==> src/rtl/if_fetch_stage.sv <==
// Instruction-fetch stage: owns the pc, drives the instruction memory address
// and registers the returned word into the IF/ID pipeline register.
// Handles stall, redirect/flush, misaligned and out-of-range faults, EBREAK halt.
//
// state | meaning
// BOOT  | one bubble cycle after reset, pc held
// RUN   | fetching sequentially, honours redirect and stall
// HALT  | EBREAK issued; pc frozen until reset
// FAULT | misaligned redirect or out-of-range fetch; frozen until reset
module if_fetch_stage #(
  parameter logic [31:0] RESET_PC   = 32'h0000_0000,
  parameter int          IMEM_BYTES = 1024,
  parameter logic [31:0] NOP_INST   = 32'h0000_0013
) (
  input  logic        clk,
  input  logic        rst,
  output logic [31:0] imem_addr,
  input  logic [31:0] imem_inst,
  input  logic        stall,
  input  logic        redirect_valid,
  input  logic [31:0] redirect_target,
  output logic        id_valid,
  output logic [31:0] id_inst,
  output logic [31:0] id_pc,
  output logic [31:0] id_pc4,
  output logic        halted,
  output logic        fault,
  output logic [31:0] fault_pc
);

  localparam logic [31:0] EBREAK_INST = 32'h0010_0073;
  // Range check is done in 33 bits so pc+3 cannot wrap and look in range.
  localparam logic [32:0] IMEM_LIMIT  = 33'(IMEM_BYTES);

  typedef enum logic [1:0] {BOOT, RUN, HALT, FAULT} state_t;

  state_t      state, state_nx;
  logic [31:0] pc, pc_nx;
  logic        id_valid_nx;
  logic [31:0] id_inst_nx, id_pc_nx, id_pc4_nx;
  logic        halted_nx, fault_nx;
  logic [31:0] fault_pc_nx;
  logic [31:0] pc_plus4;
  logic [32:0] pc_last_byte;

  assign imem_addr    = pc;
  assign pc_plus4     = pc + 32'd4;
  assign pc_last_byte = {1'b0, pc} + 33'd3;

  // Next-state and next-register values; everything holds unless a state acts.
  always_comb begin
    state_nx    = state;
    pc_nx       = pc;
    id_valid_nx = id_valid;
    id_inst_nx  = id_inst;
    id_pc_nx    = id_pc;
    id_pc4_nx   = id_pc4;
    halted_nx   = halted;
    fault_nx    = fault;
    fault_pc_nx = fault_pc;
    case (state)
      BOOT: begin
        id_valid_nx = 1'b0;
        state_nx    = RUN;
      end
      RUN: begin
        if (redirect_valid) begin
          id_valid_nx = 1'b0;
          id_inst_nx  = NOP_INST;
          if (redirect_target[1:0] != 2'b00) begin
            state_nx    = FAULT;
            fault_nx    = 1'b1;
            fault_pc_nx = redirect_target;
          end else begin
            pc_nx = redirect_target;
          end
        end else if (stall) begin
          // hold everything
        end else if (pc_last_byte >= IMEM_LIMIT) begin
          state_nx    = FAULT;
          fault_nx    = 1'b1;
          fault_pc_nx = pc;
          id_valid_nx = 1'b0;
          id_inst_nx  = NOP_INST;
        end else begin
          id_inst_nx  = imem_inst;
          id_pc_nx    = pc;
          id_pc4_nx   = pc_plus4;
          id_valid_nx = 1'b1;
          if (imem_inst == EBREAK_INST) begin
            // EBREAK still issues to decode, but the pc stops on it.
            state_nx  = HALT;
            halted_nx = 1'b1;
          end else begin
            pc_nx = pc_plus4;
          end
        end
      end
      HALT: begin
        if (!stall) begin
          id_valid_nx = 1'b0;
          id_inst_nx  = NOP_INST;
        end
      end
      FAULT: begin
        id_valid_nx = 1'b0;
      end
      default: begin
        state_nx = BOOT;
      end
    endcase
  end

  // State and pipeline registers with synchronous reset.
  always_ff @(posedge clk) begin
    if (rst) begin
      state    <= BOOT;
      pc       <= RESET_PC;
      id_valid <= 1'b0;
      id_inst  <= NOP_INST;
      id_pc    <= 32'd0;
      id_pc4   <= 32'd0;
      halted   <= 1'b0;
      fault    <= 1'b0;
      fault_pc <= 32'd0;
    end else begin
      state    <= state_nx;
      pc       <= pc_nx;
      id_valid <= id_valid_nx;
      id_inst  <= id_inst_nx;
      id_pc    <= id_pc_nx;
      id_pc4   <= id_pc4_nx;
      halted   <= halted_nx;
      fault    <= fault_nx;
      fault_pc <= fault_pc_nx;
    end
  end

endmodule

==> config.mk <==
export PLATFORM = sky130hd
export DESIGN_NAME = if_fetch_stage
export DESIGN_NICKNAME = d
export VERILOG_FILES = /design/src/rtl/if_fetch_stage.sv
export SDC_FILE = /design/constraint.sdc
export NUM_CORES = 1
export LEC_CHECK = 0
export BUFFER_PORTS_ARGS = -buffer_cell sky130_fd_sc_hd__buf_2
export CAP_MARGIN = 20
export CORE_MARGIN = 5
export CORE_UTILIZATION = 45
export CTS_CLUSTER_DIAMETER = 150
export DETAILED_ROUTE_END_ITERATION = 10
export HOLD_SLACK_MARGIN = 0.05
export PLACE_DENSITY = 0.81
export SLEW_MARGIN = 20
export SYNTH_ARGS = -nofsm -noshare
export SYNTH_HDL_FRONTEND = slang
export SYNTH_SLANG_ARGS = --single-unit
==> constraint.sdc <==
create_clock -name clk -period 4.7 [get_ports clk]
set_input_delay 1.175 -clock clk [delete_from_list [all_inputs] [get_ports clk]]
set_output_delay 1.175 -clock clk [all_outputs]
set_load 0.01 [all_outputs]
==> results of run 1 <==
cells by family (layout without fill, tap and decap cells):
logic type	Yosys count	after routing	share of synthesized area, %
simple gates	272	272	20.33
compound gates	236	236	22.54
flops	163	163	43.39
buf+inv	102	294	6.189
mux	41	41	5.640
xor+xnor	15	15	1.747
fa+ha+maj	1	1	0.1663
power by group through the flow:
stage,clock network (mW),registers (mW),logic [mW]
3_5_place_dp,0,1.55,0.559
4_1_cts,1.45,1.52,0.562
5_1_grt,1.51,1.53,0.613
3_3_place_gp,0,1.55,0.553
6_report,1.43,1.52,0.563
2_1_floorplan,0,1.56,0.344
path summary, 6_finish.rpt:
path / from / endpoint / slack [ns] / cells past startpoint
worst max register to register: imem_addr[2]$_SDFFE_PP0P_ / id_pc[8]$_SDFFE_PP0P_ / 0.50 / 9
worst min register to register: halted$_SDFFE_PP0P_ / halted$_SDFFE_PP0P_ / 0.44 / 2
worst min-delay path: halted$_SDFFE_PP0P_ / halted$_SDFFE_PP0P_ / 0.44 / 2
worst max-delay path: imem_addr[2]$_SDFFE_PP0P_ / id_pc[8]$_SDFFE_PP0P_ / 0.50 / 9
layout make-up:
| class | count | area (um^2) |
|---|---|---|
| clock buffer | 17 | 425.4 |
| tap | 220 | 275.3 |
| clock inverter | 15 | 198.9 |
| fill | 1509 | 7141 |
| inverter | 11 | 41.29 |
| multi-input combinational | 565 | 3800 |
| timing repair buffer | 251 | 1321 |
| sequential | 163 | 3263 |
cell usage after synthesis (all sizes together) (8+ instances only):
| master | number |
|---|---|
| and3 | 45 |
| o21ai | 18 |
| a22o | 29 |
| nand2 | 69 |
| nand2b | 8 |
| nor4 | 17 |
| dfxtp | 163 |
| xnor2 | 10 |
| mux2i | 36 |
| a21oi | 71 |
| nand4 | 29 |
| a211oi | 36 |
| buf | 36 |
| clkbuf | 55 |
| inv | 11 |
| nor2 | 28 |
| nor3 | 22 |
| a31oi | 9 |
| nand3 | 13 |
| o31ai | 26 |
stage by stage:
| stage | hold slack, ns | instance area [um^2] |
|---|---|---|
| 5_1_grt | 0.4834 | 9325 |
| 6_report | 0.4435 | 9325 |
| 4_1_cts | 0.4446 | 9320 |
| 3_5_place_dp | 0.4333 | 8696 |
| 3_3_place_gp | 0.4334 | 8696 |
| 2_1_floorplan | 0.4599 | 7521 |
flip-flops by register name, summed over array words and instances, names as in the netlist:
name	count
fault_pc	32
state	2
id_valid	1
id_inst	32
id_pc4	30
halted	1
id_pc	32
fault	1
imem_addr	32
critical path: stages, from the launching register on:
cell and delay (ns):
dfxtp_1 0.47, ha_1 0.36, o2111ai_4 0.23, or3_1 0.53, a311o_1 0.36, a221o_1 0.41
nor4_4 0.39, and4_4 0.40, nand3_4 0.43, mux2_1 0.48
metal layers:
layer,global-route usage [%],routed length [um],vias up
li1,-,-,3468
met1,32.16,10320,3391
met2,36.13,10720,352
met3,6.930,2132,55
met4,9.011,768,0
met5,0,0,-
==> flow_summary.yaml, run 1 <==
grt:
  antenna_found_initial: 0
  grt_pass1_vias: 6816
  grt_pass1_wl_mm: 37.65
  grt_usage_pct: 23.81
  grt_overflow: 0
  grt_max_degree: 76
place:
  portBuffers: 230
  dp_worst_setup_slack_ns: 0.5356
  dp_hpwl_mm: 17.19
  place.gp.congestion: 0.9603
  place_inst: 1210
yosys:
  synth_fp_nets: 899
  netlist.area_leader.share_pct: 43.39
  ys_types: 66
  syn_area_mm2: 0.007521
  synth-seq-cells: 163
  synthTopCellsByArea: "dfxtp_1 43%, mux2i_1 4.8%, a21oi_1 4.7%, and3_1 3.7%, a211oi_1 3.6%"
  yosysWarnings: 0
  synth-edff-count: 0
  yosysTopAreaCell: "dfxtp_1"
  synth_area_per_cell_um2: 9.061
  postSynth.asyncResetShare_pct: 0
  synthFlopType: "dfxtp_1"
  syn_inst: 830
  ys_seq_area_share_pct: 43.39
clock_tree:
  clock_sinks: 163
  path_clk_slew_ns: 0.07
  post_cts_buffers: 0
  clk_path_buf_depth: 2
  clock_latency_ns: 0.45
  cts_resized: 0
  cts_hold_repair.buffers: 0
  tritoncts: "yes"
  root_buffer: "clkbuf_16"
  cts_buffers: 17
  htreeDepth: 4
sta:
  post-route-period-util_pct: 89.33
  fin_ws_ns: 0.5014
  setup_viol: 0
  finClkSkew_ns: 0.01964
  layout_min_cycle_time_ns: 4.199
  hold_viol: 0
  slew_headroom_pct: 32.85
  rsz0062_at_grt: "false"
  drv_slew: 0
  fin_setup_tns_ns: 0
  worstMarginPinSlew_ns: 1.006
  fmax_ghz: 0.2382
die:
  die_area_mm2: 0.01940
  die_w_um: 139.3
  pin_count: 231
  initial_utilization_pct: 45.68
  die_h_um: 139.3
  rows: 47
  core_mm2: 0.01647
setup_path:
  end_kind: "register"
  critical_path_class: "reg2reg"
  cp_data_arrival_time_ns: 4.53
  startpoint_type: "register"
  crit_fanout: 51
  critPathRequiredTime_ns: 5.03
power_and_ir_drop:
  seq_power_share_pct: 43.4
  power_frac_comb_pct: 16.0
  pwr_density_cell_mw_per_mm2: 376.5
  leakagePower_nw: 4.180
  total_power_mw: 3.511
  p_int_mw: 2.399
  p_switching_mw: 1.112
  sw_frac_of_total_pct: 31.68
  vdd_drop_max_v: 0.0002700
  clkPwrFrac_pct: 40.6
drt:
  ant_nets: 0
  vias: 7266
  routedWlPerCell_um: 19.27
  drc_errors: 0
  viasPerCell: 5.850
  drtIter0Drc: 617
  first_pass_iters: 5
  wirelength_mm: 23.93
cells_and_area:
  drive_above_1_share_pct: 30.43
  post-route-util_pct: 56.63
  area_growth_pct: 23.99
  final_nets: 1078
  final_cell_mix: "230 x buf_2, 163 x dfxtp_1, 71 x a21oi_1, 69 x nand2_1, 45 x and3_1"
  final_cells: 1242
  layout_commonest_cell: "buf_2"
  num_antenna_cells: 0
status:
  outcome: "finished, final reports clean"
hold_path:
  hp-class: "reg2reg"
flow_run:
  drv_cap: 0
Note: power is estimated with default switching activity, not from simulation.
==> inputs of run 2 (changes only) <==
--- a/config.mk
+++ b/config.mk
@@ -8,4 +8,5 @@
 export BUFFER_PORTS_ARGS = -buffer_cell sky130_fd_sc_hd__buf_2
 export CAP_MARGIN = 20
+export CORE_ASPECT_RATIO = 1.2
 export CORE_MARGIN = 5
 export CORE_UTILIZATION = 45
==> constraint.sdc (replaced) <==
create_clock -name clk -period 4.7 [get_ports clk]
set_input_delay 0.94 -clock clk [delete_from_list [all_inputs] [get_ports clk]]
set_output_delay 0.94 -clock clk [all_outputs]
set_load 0.01 [all_outputs]
==> flow_summary.yaml, run 2 (synthesis results as in run 1) <==
setup_path:
  startpoint_type: "register"
  reg2reg_slack_ns: 0.49
  reg2reg_to: "imem_addr[3]$_SDFFE_PP0P_"
  timing.reg2reg.worst_path_depth: 10
  end_kind: "register"
  cp_slowest_stage_delay_ns: 0.53
  r2r-start: "imem_addr[2]$_SDFFE_PP0P_"
  critPathRequiredTime_ns: 5.03
  critical_path.cell_chain: "ha_1 -> o2111ai_4 -> or3_1 -> a311o_1 -> a221o_1 -> nor4_4 -> nand4_2 -> o21a_1 -> buf_12 -> mux2_4"
  crit_fanout: 18
  slowest_stage: "or3_1"
  critical_path_class: "reg2reg"
  cp_data_arrival_time_ns: 4.54
cells_and_area:
  area_growth_pct: 24.99
  layout_commonest_cell: "buf_2"
  regArea_mm2: 0.003263
  post-route-util_pct: 57.54
  final_nets: 1085
  final_cell_mix: "230 x buf_2, 163 x dfxtp_1, 71 x a21oi_1, 69 x nand2_1, 45 x and3_1"
  num_antenna_cells: 0
  drive_above_1_share_pct: 30.90
  multiInputGateArea_mm2: 0.003800
  final_cells: 1241
  nFillCells: 1458
power_and_ir_drop:
  pwr_density_cell_mw_per_mm2: 377.6
  vdd_drop_max_v: 0.0002357
  leakagePower_nw: 4.226
place:
  place.gp.congestion: 0.9807
  place_inst: 1209
  portBuffers: 230
  dp_hpwl_mm: 17.07
status:
  outcome: "finished, final reports clean"
die:
  die_h_um: 151.6
  core_mm2: 0.01634
  rows: 51
  initial_utilization_pct: 46.04
  pin_count: 231
  die_area_mm2: 0.01941
  die_w_um: 128.0
drt:
  viasPerCell: 5.842
  first_pass_iters: 7
  drtIter0Drc: 678
  drc_errors: 0
  ant_nets: 0
  vias: 7250
  routedWlPerCell_um: 19.21
  wirelength_mm: 23.84
sta:
  setup_viol: 0
  slew_headroom_pct: 36.50
  fmax_ghz: 0.2377
  fin_setup_tns_ns: 0
  drv_slew: 0
  holdWs_ns: 0.4443
  hold_viol: 0
  worstMarginPinSlew_ns: 0.9525
  finClkSkew_ns: 0.01372
  layout_min_cycle_time_ns: 4.207
  post-route-period-util_pct: 89.51
  rsz0062_at_grt: "false"
flow_run:
  drv_cap: 0
clock_tree:
  htreeDepth: 4
  cts_buffers: 17
  root_buffer: "clkbuf_16"
  post_cts_buffers: 0
  clk_path_buf_depth: 2
  cts_hold_repair.buffers: 0
  clock_latency_ns: 0.44
  tritoncts: "yes"
  path_clk_slew_ns: 0.08
  clock_sinks: 163
  cts_resized: 0
grt:
  grt_usage_pct: 23.78
  grt_pass1_vias: 6883
  grt_max_degree: 77
  antenna_found_initial: 0
  grt_pass1_wl_mm: 36.86
  grt_overflow: 0
hold_path:
  hold_end: "halted$_SDFFE_PP0P_"
  hold_start: "halted$_SDFFE_PP0P_"
  holdPathStages: 2
  hp-class: "reg2reg"
==> run 2: cell types whose count changed in the layout (fill, tap and decap cells not counted), sizes merged <==
cell and delta:
buf +7, inv -2, clkinv +2
==> run 2: final cells by class <==
class                      count  share of cell area, %
multi-input combinational    565                  40.42
sequential                   163                  34.71
tap                          212                  2.822
clock buffer                  17                  4.525
clock inverter                15                  2.329
timing repair buffer         258                  14.75
inverter                      11                 0.4392
==> run 2: worst max-delay path, delay by kind of cell, from the launching register on <==
kind            cells  cell delay, ns
mux                 1            0.30
buf+inv             1            0.27
simple gates        3            1.21
flops               1            0.48
fa+ha+maj           1            0.38
compound gates      4            1.47
==> run 2: how the worst max path moves through the flow <==
stage,startpoint,end,slack (ns),cells past startpoint
final,imem_addr[2]$_SDFFE_PP0P_,imem_addr[3]$_SDFFE_PP0P_,0.49,10
after global routing,imem_addr[2]$_SDFFE_PP0P_,id_pc[8]$_SDFFE_PP0P_,0.25,9
after CTS,imem_addr[2]$_SDFFE_PP0P_,id_pc[8]$_SDFFE_PP0P_,0.56,9
after detailed placement,imem_addr[2]$_SDFFE_PP0P_,id_pc[8]$_SDFFE_PP0P_,0.58,9
after global placement,imem_addr[2]$_SDFFE_PP0P_,id_pc[3]$_SDFFE_PP0P_,0.58,9
after floorplan,imem_addr[2]$_SDFFE_PP0P_,id_pc[3]$_SDFFE_PP0P_,1.28,11
==> run 2: metrics by stage <==
stage / instance area [um^2] / power, mW / worst slack [ns]
after global placement: 8751 / 2.114 / 0.5760
after floorplan: 7521 / 1.909 / 1.282
after CTS: 9395 / 3.571 / 0.5553
after global routing: 9400 / 3.690 / 0.2452
after detailed placement: 8751 / 2.122 / 0.5820
final: 9400 / 3.550 / 0.4929
==> run 2: power breakdown <==
part           total [mW]  leakage (nW)  switching [mW]  internal (mW)
sequential           1.52          1.32          0.0588           1.46
combinational       0.581          2.60           0.363          0.218
clock                1.45         0.307           0.713          0.740
total                3.55          4.23            1.13           2.41
==> run 2: metal layers <==
layer	vias up	wire [um]	GRT usage, %
li1	3475	-	-
met1	3400	9514	29.17
met2	338	11560	39.15
met3	37	2200	7.679
met4	0	556	8.599
met5	-	0	0
